### src/rtl/note_phase_pkg.sv
// Shared types and constants for note_phase_gen: FSM states, octave-10 FTW table,
// width defaults and the note-number to FTW helper.
package note_phase_pkg;

    localparam int ACC_W_DEF   = 32;
    localparam int PHASE_W_DEF = 10;
    localparam int OCT_REF     = 10;

    typedef enum logic [1:0] {
        IDLE,
        DIV,
        LOOKUP
    } state_e;

    // FTWs of MIDI notes 120..131 at 48 kHz; lower octaves are right shifts of these.
    localparam logic [31:0] BASE [12] = '{
        32'd749115498,  32'd793660223,  32'd840853716,  32'd890853480,
        32'd943826385,  32'd999949222,  32'd1059409297, 32'd1122405052,
        32'd1189146729, 32'd1259857069, 32'd1334772074, 32'd1414141751
    };

    function automatic logic [31:0] note_ftw(input logic [3:0] rem, input logic [3:0] oct);
        return BASE[rem] >> (OCT_REF - int'(oct));
    endfunction

endpackage

### src/rtl/note_phase_gen_if.sv
// Note event handshake between the MIDI event decoder (master) and note_phase_gen (slave).
interface note_phase_gen_if;

    logic       note_valid;
    logic       note_ready;
    logic       note_on;
    logic [6:0] note_num;

    modport master (
        output note_valid,
        output note_on,
        output note_num,
        input  note_ready
    );

    modport slave (
        input  note_valid,
        input  note_on,
        input  note_num,
        output note_ready
    );

endinterface

### src/rtl/note_divmod12.sv
// Iterative divide-by-12 of a MIDI note number: one subtraction per cycle,
// done is asserted on the cycle rem/oct hold the final quotient/remainder.
module note_divmod12 (
    input  logic       clk,
    input  logic       reset,
    input  logic       start,
    input  logic [6:0] num,
    output logic       busy,
    output logic       done,
    output logic [3:0] rem,
    output logic [3:0] oct
);

    logic [6:0] rem_q, rem_d;
    logic [3:0] oct_q, oct_d;
    logic       busy_q, busy_d;

    always_comb begin
        // NOTE: every signal gets a default first so no path leaves it unassigned (no latch).
        rem_d  = rem_q;
        oct_d  = oct_q;
        busy_d = busy_q;
        if (start) begin
            rem_d  = num;
            oct_d  = '0;
            busy_d = 1'b1;
        end else if (busy_q) begin
            if (rem_q >= 7'd12) begin
                rem_d = rem_q - 7'd12;
                oct_d = oct_q + 4'd1;
            end else begin
                busy_d = 1'b0;
            end
        end
    end

    always_ff @(posedge clk or negedge reset) begin
        // NOTE: state registers use non-blocking assignments so every flop samples pre-edge values.
        if (!reset) begin
            rem_q  <= '0;
            oct_q  <= '0;
            busy_q <= 1'b0;
        end else begin
            rem_q  <= rem_d;
            oct_q  <= oct_d;
            busy_q <= busy_d;
        end
    end

    assign busy = busy_q;
    assign done = busy_q && (rem_q < 7'd12);
    assign rem  = rem_q[3:0];
    assign oct  = oct_q;

endmodule

### src/rtl/note_phase_gen.sv
// Per-voice note-to-phase generator: note number -> FTW -> phase accumulator stepped on sample_tick.
// Optional portamento between legato notes is compiled in with NOTE_PHASE_GLIDE_EN.
module note_phase_gen
    import note_phase_pkg::*;
#(
    parameter int ACC_W   = ACC_W_DEF,
    parameter int PHASE_W = PHASE_W_DEF
`ifdef NOTE_PHASE_GLIDE_EN
    ,
    parameter int GLIDE_SHIFT = 8
`endif
) (
    input  logic               clk,
    input  logic               reset,
    note_phase_gen_if.slave    note,
    input  logic               sample_tick,
    output logic [PHASE_W-1:0] phase,
    output logic               phase_valid,
    output logic               gate
);

    state_e             state_q, state_d;
    logic [ACC_W-1:0]   acc_q, acc_d;
    logic [ACC_W-1:0]   cur_ftw_q, cur_ftw_d;
    logic [PHASE_W-1:0] phase_q, phase_d;
    logic               phase_valid_q, phase_valid_d;
    logic               gate_q, gate_d;
    logic               div_start, div_busy, div_done;
    logic [3:0]         div_rem, div_oct;
    logic [ACC_W-1:0]   lookup_ftw;
`ifdef NOTE_PHASE_GLIDE_EN
    logic [ACC_W-1:0]      tgt_ftw_q, tgt_ftw_d;
    logic signed [ACC_W:0] glide_diff, glide_step;
`endif

    note_divmod12 u_divmod (
        .clk   (clk),
        .reset (reset),
        .start (div_start),
        .num   (note.note_num),
        .busy  (div_busy),
        .done  (div_done),
        .rem   (div_rem),
        .oct   (div_oct)
    );

    assign note.note_ready = (state_q == IDLE);
    assign lookup_ftw      = ACC_W'(note_ftw(div_rem, div_oct));

    always_comb begin
        state_d       = state_q;
        acc_d         = acc_q;
        cur_ftw_d     = cur_ftw_q;
        phase_d       = phase_q;
        phase_valid_d = 1'b0;
        gate_d        = gate_q;
        div_start     = 1'b0;
`ifdef NOTE_PHASE_GLIDE_EN
        tgt_ftw_d  = tgt_ftw_q;
        glide_diff = $signed({1'b0, tgt_ftw_q}) - $signed({1'b0, cur_ftw_q});
        glide_step = glide_diff >>> GLIDE_SHIFT;
`endif
        // The add uses the FTW in force before this cycle; a LOOKUP restart below overrides it.
        if (sample_tick) begin
            acc_d = acc_q + cur_ftw_q;
`ifdef NOTE_PHASE_GLIDE_EN
            cur_ftw_d = (glide_step == '0) ? tgt_ftw_q : cur_ftw_q + glide_step[ACC_W-1:0];
`endif
        end

        case (state_q)
            IDLE: begin
                if (note.note_valid) begin
                    if (note.note_on) begin
                        div_start = 1'b1;
                        state_d   = DIV;
                    end else begin
                        gate_d = 1'b0;
                    end
                end
            end
            DIV: begin
                if (div_done) begin
                    state_d = LOOKUP;
                end else if (!div_busy) begin
                    state_d = IDLE;
                end
            end
            LOOKUP: begin
`ifdef NOTE_PHASE_GLIDE_EN
                tgt_ftw_d = lookup_ftw;
                if (!gate_q) begin
                    acc_d     = '0;
                    cur_ftw_d = lookup_ftw;
                end
`else
                cur_ftw_d = lookup_ftw;
                if (!gate_q) begin
                    acc_d = '0;
                end
`endif
                gate_d  = 1'b1;
                state_d = IDLE;
            end
            default: state_d = IDLE;
        endcase

        if (sample_tick) begin
            phase_valid_d = 1'b1;
            phase_d       = acc_d[ACC_W-1 -: PHASE_W];
        end
    end

    always_ff @(posedge clk or negedge reset) begin
        if (!reset) begin
            state_q       <= IDLE;
            acc_q         <= '0;
            cur_ftw_q     <= '0;
            phase_q       <= '0;
            phase_valid_q <= 1'b0;
            gate_q        <= 1'b0;
`ifdef NOTE_PHASE_GLIDE_EN
            tgt_ftw_q     <= '0;
`endif
        end else begin
            state_q       <= state_d;
            acc_q         <= acc_d;
            cur_ftw_q     <= cur_ftw_d;
            phase_q       <= phase_d;
            phase_valid_q <= phase_valid_d;
            gate_q        <= gate_d;
`ifdef NOTE_PHASE_GLIDE_EN
            tgt_ftw_q     <= tgt_ftw_d;
`endif
        end
    end

    assign phase       = phase_q;
    assign phase_valid = phase_valid_q;
    assign gate        = gate_q;

endmodule

### src/flat_wrapper.sv
// flat-port wrapper written by rule: the top's interface ports become plain ports
module note_phase_gen_flat import note_phase_pkg::*;
#(
    parameter int ACC_W   = ACC_W_DEF,
    parameter int PHASE_W = PHASE_W_DEF

)
  (clk, reset, sample_tick, phase, phase_valid, gate, note_note_valid, note_note_on, note_note_num, note_note_ready);
  note_phase_gen_if note_i ();
  input  logic clk;
  input  logic reset;
  input  logic sample_tick;
  output logic [PHASE_W-1:0] phase;
  output logic phase_valid;
  output logic gate;
  input wire logic [$bits(note_i.note_valid)-1:0] note_note_valid;
  input wire logic [$bits(note_i.note_on)-1:0] note_note_on;
  input wire logic [$bits(note_i.note_num)-1:0] note_note_num;
  output wire logic [$bits(note_i.note_ready)-1:0] note_note_ready;
  assign note_i.note_valid = note_note_valid;
  assign note_i.note_on = note_note_on;
  assign note_i.note_num = note_note_num;
  assign note_note_ready = note_i.note_ready;
  note_phase_gen #(.ACC_W(ACC_W), .PHASE_W(PHASE_W)) u_core (.clk(clk), .reset(reset), .note(note_i), .sample_tick(sample_tick), .phase(phase), .phase_valid(phase_valid), .gate(gate));
endmodule
### config.mk
export PLATFORM = sky130hd
export DESIGN_NAME = note_phase_gen_flat
export DESIGN_NICKNAME = d
export VERILOG_FILES = /design/src/rtl/note_phase_pkg.sv /design/src/rtl/note_phase_gen_if.sv /design/src/rtl/note_divmod12.sv /design/src/rtl/note_phase_gen.sv /design/src/flat_wrapper.sv
export SDC_FILE = /design/constraint.sdc
export NUM_CORES = 1
export LEC_CHECK = 0
export CORE_MARGIN = 2
export CORE_UTILIZATION = 65
export CTS_BUF_LIST = sky130_fd_sc_hd__clkbuf_4
export DETAILED_ROUTE_END_ITERATION = 7
export GPL_TIMING_DRIVEN = 0
export PLACE_DENSITY = 0.95
export SETUP_SLACK_MARGIN = 0.02
export SLEW_MARGIN = 10
export SYNTH_ARGS = -nofsm -noshare
export SYNTH_HDL_FRONTEND = slang
export SYNTH_HIERARCHICAL = 1
export SYNTH_SLANG_ARGS = --single-unit
### constraint.sdc
create_clock -name clk -period 4.6 [get_ports clk]
set_clock_uncertainty 0.2 [all_clocks]
set_input_delay 0.92 -clock clk [delete_from_list [all_inputs] [get_ports clk]]
set_output_delay 0.92 -clock clk [all_outputs]
set_load 0.1 [all_outputs]
==> results of run 1 <==
-- cells by family (layout without fill, tap and decap cells) --
logic type | count (synthesis) | count (layout) | share of synthesized area [%]
AOI/OAI and AO/OA | 297 | 297 | 27.2
xor gates and xnor gates | 33 | 33 | 4.01
and+or+nand+nor | 304 | 304 | 19.6
muxes | 49 | 49 | 7.39
buffers and inverters | 86 | 127 | 5.38
adders and majority gates | 42 | 42 | 7.03
DFF | 89 | 89 | 29.4
-- flip-flops by register name, indices dropped and copies added, names as in the netlist --
| register | count |
|---|---|
| u_core/phase | 10 |
| u_core/gate | 1 |
| u_core/phase_valid | 1 |
| u_core/state_q | 2 |
| u_core/u_divmod/rem_q | 7 |
| u_core/u_divmod/oct | 4 |
| u_core/u_divmod/busy | 1 |
| u_core/acc_q | 32 |
| u_core/cur_ftw_q | 31 |
-- worst paths after layout --
check	start	endpoint	depth (start not counted)	slack [ns]
min in group clk	u_core/phase[5]	u_core/phase[5]	1	0.30
hold / removal	reset	u_core/acc_q[10]	1	0.15
setup / recovery	u_core/u_divmod/rem_q[1]	u_core/cur_ftw_q[9]	13	0.60
max in group asynchronous	reset	u_core/cur_ftw_q[26]	2	3.43
setup reg to reg	u_core/u_divmod/rem_q[1]	u_core/cur_ftw_q[9]	13	0.60
hold reg to reg	u_core/phase[5]	u_core/phase[5]	1	0.30
-- metal layers --
metal | track usage, % | up-vias | wire length, um
met1 | 45.5 | 3576 | 8880
li1 | - | 3431 | -
met2 | 57.1 | 392 | 10100
met4 | 18.7 | 0 | 1200
met5 | 0 | - | 0
met3 | 5.93 | 120 | 1600
-- layout by cell type (no fill, tap or decap), types with 12 or more instances in the layout --
master           instances
xnor2_1                 20
o211ai_1                17
a21oi_1                 67
nor2_1                  68
clkbuf_1                29
inv_1                   19
nand4_1                 12
a21o_1                  15
o22ai_1                 13
nor2b_1                 14
ha_1                    41
dfrtp_1                 89
a211oi_1                14
mux2i_1                 38
o21ai_0                 46
nand2_1                105
nand3_1                 15
clkdlybuf4s50_1         23
nor3_1                  18
buf_2                   19
-- layout make-up --
class / count / area [um2] / share of cell area [%]
multi-input combinational: 725 / 4950 / 60.6
clock inverter: 6 / 67.6 / 0.827
tap: 143 / 179 / 2.19
clock buffer: 10 / 75.1 / 0.919
timing repair buffer: 25 / 265 / 3.25
sequential: 89 / 2230 / 27.3
buffer: 65 / 329 / 4.03
inverter: 21 / 78.8 / 0.965
-- stage by stage --
step                      TNS, ns  hold slack (ns)  std cells  setup slack (ns)
after global routing            0            0.125       1084             0.417
after global placement     -58.00            0.262       1067            -0.657
final                           0            0.147       1084             0.597
after floorplan                 0            0.243        900              1.36
after CTS                       0            0.129       1084             0.673
after detailed placement        0            0.274       1068             0.685
-- worst register-to-register path, delay by kind of cell, from the launching register on --
kind                       cells  cell delay, ns
AOI/OAI and AO/OA              5            1.12
DFF                            1            0.43
adders and majority gates      1            0.31
muxes                          1            0.35
buffers and inverters          6            1.48
==> flow_summary.yaml, run 1 <==
setup_path:
  cp_top_family: "buffers and inverters"
  worstPathArrival_ns: 4.15
  worstPathBufferInverterCount: 6
  crit_path_end_kind: "register"
  critPathMaxFanout: 10
  cpPeakStageDelay_ns: 0.43
  critPathSlowestCell: "dfrtp_1"
  path_class: "reg -> reg"
  start_kind: "register"
  path_cells: "buf_4, buf_2, clkbuf_1, inv_1, ha_1, clkbuf_1, o21ai_1, o21ai_0, mux2_2, a21oi_1, a22o_1, a222oi_1, inv_1"
  cp.required_ns: 4.75
logic_synthesis:
  synth.avg_cell_area_um2: 8.42
  yosysTopAreaCell: "dfrtp_1"
  ys_warn_count: 6
  ys_seq_area_share_pct: 29.4
  synth_edf_count: 0
  syn_nets: 954
  ys_ff_latch: 89
  yosys-top-cells-count: "105 x nand2_1, 89 x dfrtp_1, 68 x nor2_1"
  synthArstFlopShare_pct: 100
  synth.distinct_cells: 94
  yosysMostFrequentCell: "nand2_1"
  syn_inst: 900
  ys_top_cells_by_area: "dfrtp_1 29%, ha_1 6.8%, nand2_1 5.2%"
  yosysTopAreaCellShare_pct: 29.4
  syn-cell-area_um2: 7580
  synth_flop_cell: "dfrtp_1"
floorplanning:
  ios: 25
  die_w_um: 112
  die_y_um: 112
  placementRows: 39
  start_util_pct: 66.4
  core_um2: 11400
  die-area_um2: 12500
global_routing:
  grt_pass1_vias: 6998
  grt_use_total_pct: 35.2
  grt_max_degree: 62
  grt_pass1_wl_um: 35700
  antenna_found_initial: 0
  globalRouteOverflowTotal: 0
detailed_routing:
  avgRoutedWirePerCell_um: 20.1
  drc: 0
  firstDrtPassIters: 6
  ant_nets: 0
  vias: 7519
  drt_wl_total_um: 21800
  via_per_inst: 6.94
  drtIter0Drc: 927
clock_network:
  clock_latency_ns: 0.47
  clockRootBuffer: "clkbuf_4"
  cts_setup_buffers: 0
  cts_resized: 0
  cts_buffers: 9
  clk_pin_slew_ns: 0.14
  cts_tree: "done"
  htree_levels: 3
  clk_path_buf_depth: 2
  ctsHoldBuffers: 0
  cts_sinks: 89
finish:
  n_fill_cell: 918
  final_util_pct: 71.5
  nets: 990
  area_growth_pct: 7.74
  drive_above_1_share_pct: 9.25
  n_antenna_cell: 0
  final_cell_area_um2: 8170
flow_run:
  maxCapViolCount: 0
sta:
  slew_violations: 0
  finalCriticalPeriod_ns: 4.00
  final_hold_viol_count: 0
  rsz0062_at_grt: "false"
  fin_crit_sh_pct: 87.0
  fmax_ghz: 0.250
  tightest_slew_ns: 0.970
  relSlewSlack_pct: 35.1
  setup_viol: 0
outcome:
  outcome: "finished, final reports clean"
placed_design:
  port_buffers: 24
  place_congestion: 1.06
  placed_area_um2: 8030
  place_hpwl_um: 16600
worst_hold_path:
  hold_class: "in -> async"
Power of run 1 is left out: the tool's default activity adds up to more than one toggle a clock period on the data nets, which glitch-free logic cannot reach.
==> run 2, diff against run 1 <==
--- a/config.mk
+++ b/config.mk
@@ -10,7 +10,9 @@
 export CTS_BUF_LIST = sky130_fd_sc_hd__clkbuf_4
 export DETAILED_ROUTE_END_ITERATION = 7
 export GPL_TIMING_DRIVEN = 0
+export HOLD_SLACK_MARGIN = 0.03
 export PLACE_DENSITY = 0.95
+export REMOVE_ABC_BUFFERS = 1
 export SETUP_SLACK_MARGIN = 0.02
 export SLEW_MARGIN = 10
 export SYNTH_ARGS = -nofsm -noshare
==> run 2 against run 1 <==
Compared with the run above: global-route usage is 5.6 points lower; clock-buffer cell count unchanged; sequential cell count unchanged; register-to-register slack worse by 0.02 ns; largest cell class unchanged; via count down 6.1%; die area is the same.
==> flow_summary.yaml, run 2 (synthesized netlist as in run 1, its figures left out) <==
placed_design:
  post-place-ws_ns: 0.227
  place_congestion: 0.952
  port_buffers: 24
  place_hpwl_um: 13600
clock_network:
  ctsHoldBuffers: 0
  clk_path_buf_depth: 2
  cts_tree: "done"
  clock_latency_ns: 0.49
  cts_setup_buffers: 0
  htree_levels: 3
  clk_pin_slew_ns: 0.15
  cts_resized: 0
  cts_sinks: 89
  cts_buffers: 9
  clockRootBuffer: "clkbuf_4"
global_routing:
  grt_use_total_pct: 29.7
  antenna_found_initial: 0
  grt_pass1_vias: 6374
  grt_max_degree: 68
  grt_pass1_wl_um: 30700
  globalRouteOverflowTotal: 0
detailed_routing:
  firstDrtPassIters: 5
  vias: 7059
  met3_length_um: 1400
  drt_wl_total_um: 18500
  drt-met1-wl_um: 8020
  via_per_inst: 6.92
  dr.max_layer_used: "met4"
  drc: 0
  drtIter0Drc: 703
  dr_wl_met2_um: 8580
  ant_nets: 0
  avgRoutedWirePerCell_um: 18.1
finish:
  n_antenna_cell: 0
  nets: 926
  n_fill_cell: 912
  layout_common_cells: "105 x nand2_1, 87 x dfrtp_1, 67 x a21oi_1, 67 x nor2_1, 46 x o21ai_0"
  area_growth_pct: 3.38
  drive_above_1_share_pct: 7.18
  final_common_cell: "nand2_1"
  regMostFlops: "u_core/acc_q"
  largest_reg_flops: 32
outcome:
  outcome: "finished, final reports clean"
sta:
  tightest_slew_ns: 1.27
  final_hold_viol_count: 0
  slew_violations: 0
  fin_ws_ns: 0.578
  relSlewSlack_pct: 14.6
  rsz0062_at_grt: "false"
  finalCriticalPeriod_ns: 4.02
  fin_crit_sh_pct: 87.4
  fmax_ghz: 0.249
  setup_viol: 0
floorplanning:
  ios: 25
  start_util_pct: 66.4
  core_um2: 11400
  die-area_um2: 12500
  die_y_um: 112
  die_w_um: 112
  placementRows: 39
setup_path:
  crit_path_end_kind: "register"
  cp.required_ns: 4.80
  worstPathArrival_ns: 4.22
  start_kind: "register"
  critPathMaxFanout: 34
  path_class: "reg -> reg"
flow_run:
  maxCapViolCount: 0
worst_hold_path:
  hold_class: "in -> async"
[run 2: cell types whose count changed in the layout (fill, tap and decap cells not counted), sizes merged]
cell	previous run	this run
buf	37	4
bufinv	1	0
clkbuf	40	10
clkdlybuf4s50	23	22
clkinv	2	3
clkinvlp	2	3
inv	22	21
[run 2: layer usage]
metal / up-vias / global-route usage [%]
met5: - / 0
met4: 0 / 12.3
met3: 54 / 5.17
met2: 343 / 46.9
met1: 3359 / 40.6
li1: 3303 / -
[run 2: path summary, 6_finish.rpt]
check / start / endpoint / slack (ns) / cells after the start
setup reg to reg: u_core/u_divmod/oct[0] / u_core/cur_ftw_q[14] / 0.58 / 8
min in group clk: u_core/phase[6] / u_core/phase[6] / 0.30 / 1
max in group asynchronous: reset / u_core/cur_ftw_q[30] / 3.47 / 2
hold / removal: reset / u_core/acc_q[11] / 0.11 / 1
hold reg to reg: u_core/phase[6] / u_core/phase[6] / 0.30 / 1
setup / recovery: u_core/u_divmod/oct[0] / u_core/cur_ftw_q[14] / 0.58 / 8
[run 2: worst max-delay path, stage by stage (launching register included)]
cell     delay (ns)
dfrtp_2        0.50
ha_1           1.06
inv_1          0.65
nand2_1        0.30
o22a_1         0.17
nor2_1         0.04
or4b_1         0.56
or3_1          0.32
o221a_2        0.12
[run 2: area by class of cell]
class	count	area, um2	area share [%]
Clock buffer	10	75.1	0.958
Clock inverter	6	35.0	0.447
Inverter	21	78.8	1.01
Multi-Input combinational cell	725	4960	63.3
Sequential cell	89	2230	28.4
Tap cell	143	179	2.28
Timing Repair Buffer	26	280	3.58
[run 2: through the flow]
step                      instances  util [%]  hold WS (ns)  setup TNS [ns]  instance area [um2]
after floorplan                 835         -         0.243               0                 7250
after global placement         1002      67.2         0.263          -65.15                 7670
after detailed placement       1004      67.7         0.270               0                 7720
after CTS                      1020      68.6         0.103               0                 7840
after global routing           1020      68.7         0.130               0                 7840
final                          1020      68.7         0.108               0                 7840
Power of run 2 is left out for the same reason.
==> run 3, diff against run 2 <==
--- a/config.mk
+++ b/config.mk
@@ -5,13 +5,11 @@
 export SDC_FILE = /design/constraint.sdc
 export NUM_CORES = 1
 export LEC_CHECK = 0
-export CORE_MARGIN = 2
-export CORE_UTILIZATION = 65
+export CORE_UTILIZATION = 40
 export CTS_BUF_LIST = sky130_fd_sc_hd__clkbuf_4
 export DETAILED_ROUTE_END_ITERATION = 7
 export GPL_TIMING_DRIVEN = 0
-export HOLD_SLACK_MARGIN = 0.03
-export PLACE_DENSITY = 0.95
+export PLACE_DENSITY = 0.68
 export REMOVE_ABC_BUFFERS = 1
 export SETUP_SLACK_MARGIN = 0.02
 export SLEW_MARGIN = 10
==> run 3 against run 2 <==
Compared with the run above: via count down 3.7%; core utilization down 25 points; sequential share of layout area is 0.48 points lower; critical path depth is the same; register-to-register slack lost 0.21 ns; wire length grew 3.0%; global-route usage fell by 10 points; maximum frequency fell by 4.9%; worst hold slack improved by 0.11 ns; sequential cell count is the same; cell count is 8.4% higher; critical endpoint unchanged; highest routed layer unchanged.
==> flow_summary.yaml, run 3 (synthesized netlist as in run 1, its figures left out) <==
sta:
  fin_crit_sh_pct: 92.0
  tightest_slew_ns: 1.19
  rsz0062_at_grt: "false"
  finalCriticalPeriod_ns: 4.23
  fmax_ghz: 0.236
  hold_ws_ns: 0.214
  slew_violations: 0
  setup_viol: 0
  final_hold_viol_count: 0
  relSlewSlack_pct: 20.6
finish:
  area_growth_pct: 5.23
  nets: 926
  final_util_pct: 43.7
  layout_common_cells: "105 x nand2_1, 86 x dfrtp_1, 67 x a21oi_1, 67 x nor2_1, 46 x o21ai_0"
  largest_reg_flops: 32
  final_common_cell: "nand2_1"
  drive_above_1_share_pct: 7.42
  regMostFlops: "u_core/acc_q"
detailed_routing:
  ant_nets: 0
  avgRoutedWirePerCell_um: 17.2
  via_per_inst: 6.14
  drtIter0Drc: 592
  firstDrtPassIters: 5
  drc: 0
  vias: 6796
  drt_wl_total_um: 19000
clock_network:
  cts_sinks: 89
  clockRootBuffer: "clkbuf_4"
  cts_buffers: 9
  ctsHoldBuffers: 0
  cts_resized: 0
  htree_levels: 3
  cts_setup_buffers: 0
  clk_pin_slew_ns: 0.15
  clock_latency_ns: 0.47
  clk_path_buf_depth: 2
  cts_tree: "done"
worst_hold_path:
  hold_class: "in -> async"
global_routing:
  globalRouteOverflowTotal: 0
  antenna_found_initial: 1
  grt_pass1_wl_um: 31300
  grt_use_total_pct: 19.7
  grt_max_degree: 55
  grt_pass1_vias: 6093
placed_design:
  place_hpwl_um: 14000
  place_congestion: 0.899
  port_buffers: 24
setup_path:
  path_class: "reg -> reg"
  crit_path_end_kind: "register"
  worstPathArrival_ns: 4.39
  start_kind: "register"
  critPathMaxFanout: 34
  cp.required_ns: 4.76
flow_run:
  maxCapViolCount: 0
floorplanning:
  die_y_um: 140
  die_w_um: 140
  die-area_um2: 19500
  start_util_pct: 41.5
  placementRows: 49
  ios: 25
  core_um2: 18300
outcome:
  outcome: "finished, final reports clean"
## run 3: changes by cell type in the layout (fill, tap and decap cells not counted), sizes merged
cell	before	now
diode	0	1
clkinvlp	3	0
clkbuf	10	11
bufinv	0	1
## run 3: worst max-delay path, stage by stage (launching register included)
cell,delay (ns)
dfrtp_2,0.55
ha_1,1.13
inv_1,0.69
nand2_1,0.31
o22a_1,0.16
nor2_1,0.03
or4b_1,0.56
or3_1,0.34
o221a_2,0.13
## run 3: stage by stage
step	cells	setup slack (ns)	TNS [ns]	cell area [um2]
after global placement	1088	-0.855	-79.38	7780
after detailed placement	1090	0.450	0	7830
after CTS	1105	0.410	0	7960
final	1106	0.369	0	7980
after floorplan	835	0.386	0	7250
after global routing	1106	0.155	0	7980
## run 3: worst paths after layout
path / start / endpoint / slack [ns] / depth (start not counted)
max in group asynchronous: reset / u_core/phase[7] / 3.32 / 2
hold reg to reg: u_core/acc_q[28] / u_core/acc_q[28] / 0.30 / 1
setup reg to reg: u_core/u_divmod/oct[0] / u_core/cur_ftw_q[14] / 0.37 / 8
hold / removal: reset / u_core/u_divmod/rem_q[4] / 0.21 / 1
setup / recovery: u_core/u_divmod/oct[0] / u_core/cur_ftw_q[14] / 0.37 / 8
min in group clk: u_core/acc_q[28] / u_core/acc_q[28] / 0.30 / 1
## run 3: per-layer routing
metal / part of all wire, % / track usage (%) / vias up
met1: 49 / 28.0 / 3251
met2: 45 / 30.5 / 214
met5: 0 / 0 / -
met3: 4.7 / 2.82 / 18
li1: - / - / 3313
met4: 1.5 / 6.36 / 0
## run 3: area by class of cell
| cell class | instances | area (um2) |
|---|---|---|
| fill | 1822 | 10300 |
| timing repair buffer | 26 | 280 |
| antenna | 1 | 2.50 |
| multi-input combinational | 725 | 4970 |
| sequential | 89 | 2230 |
| clock inverter | 4 | 45.0 |
| tap | 229 | 287 |
| inverter | 21 | 78.8 |
| clock buffer | 11 | 82.6 |
Power of run 3 is left out for the same reason.
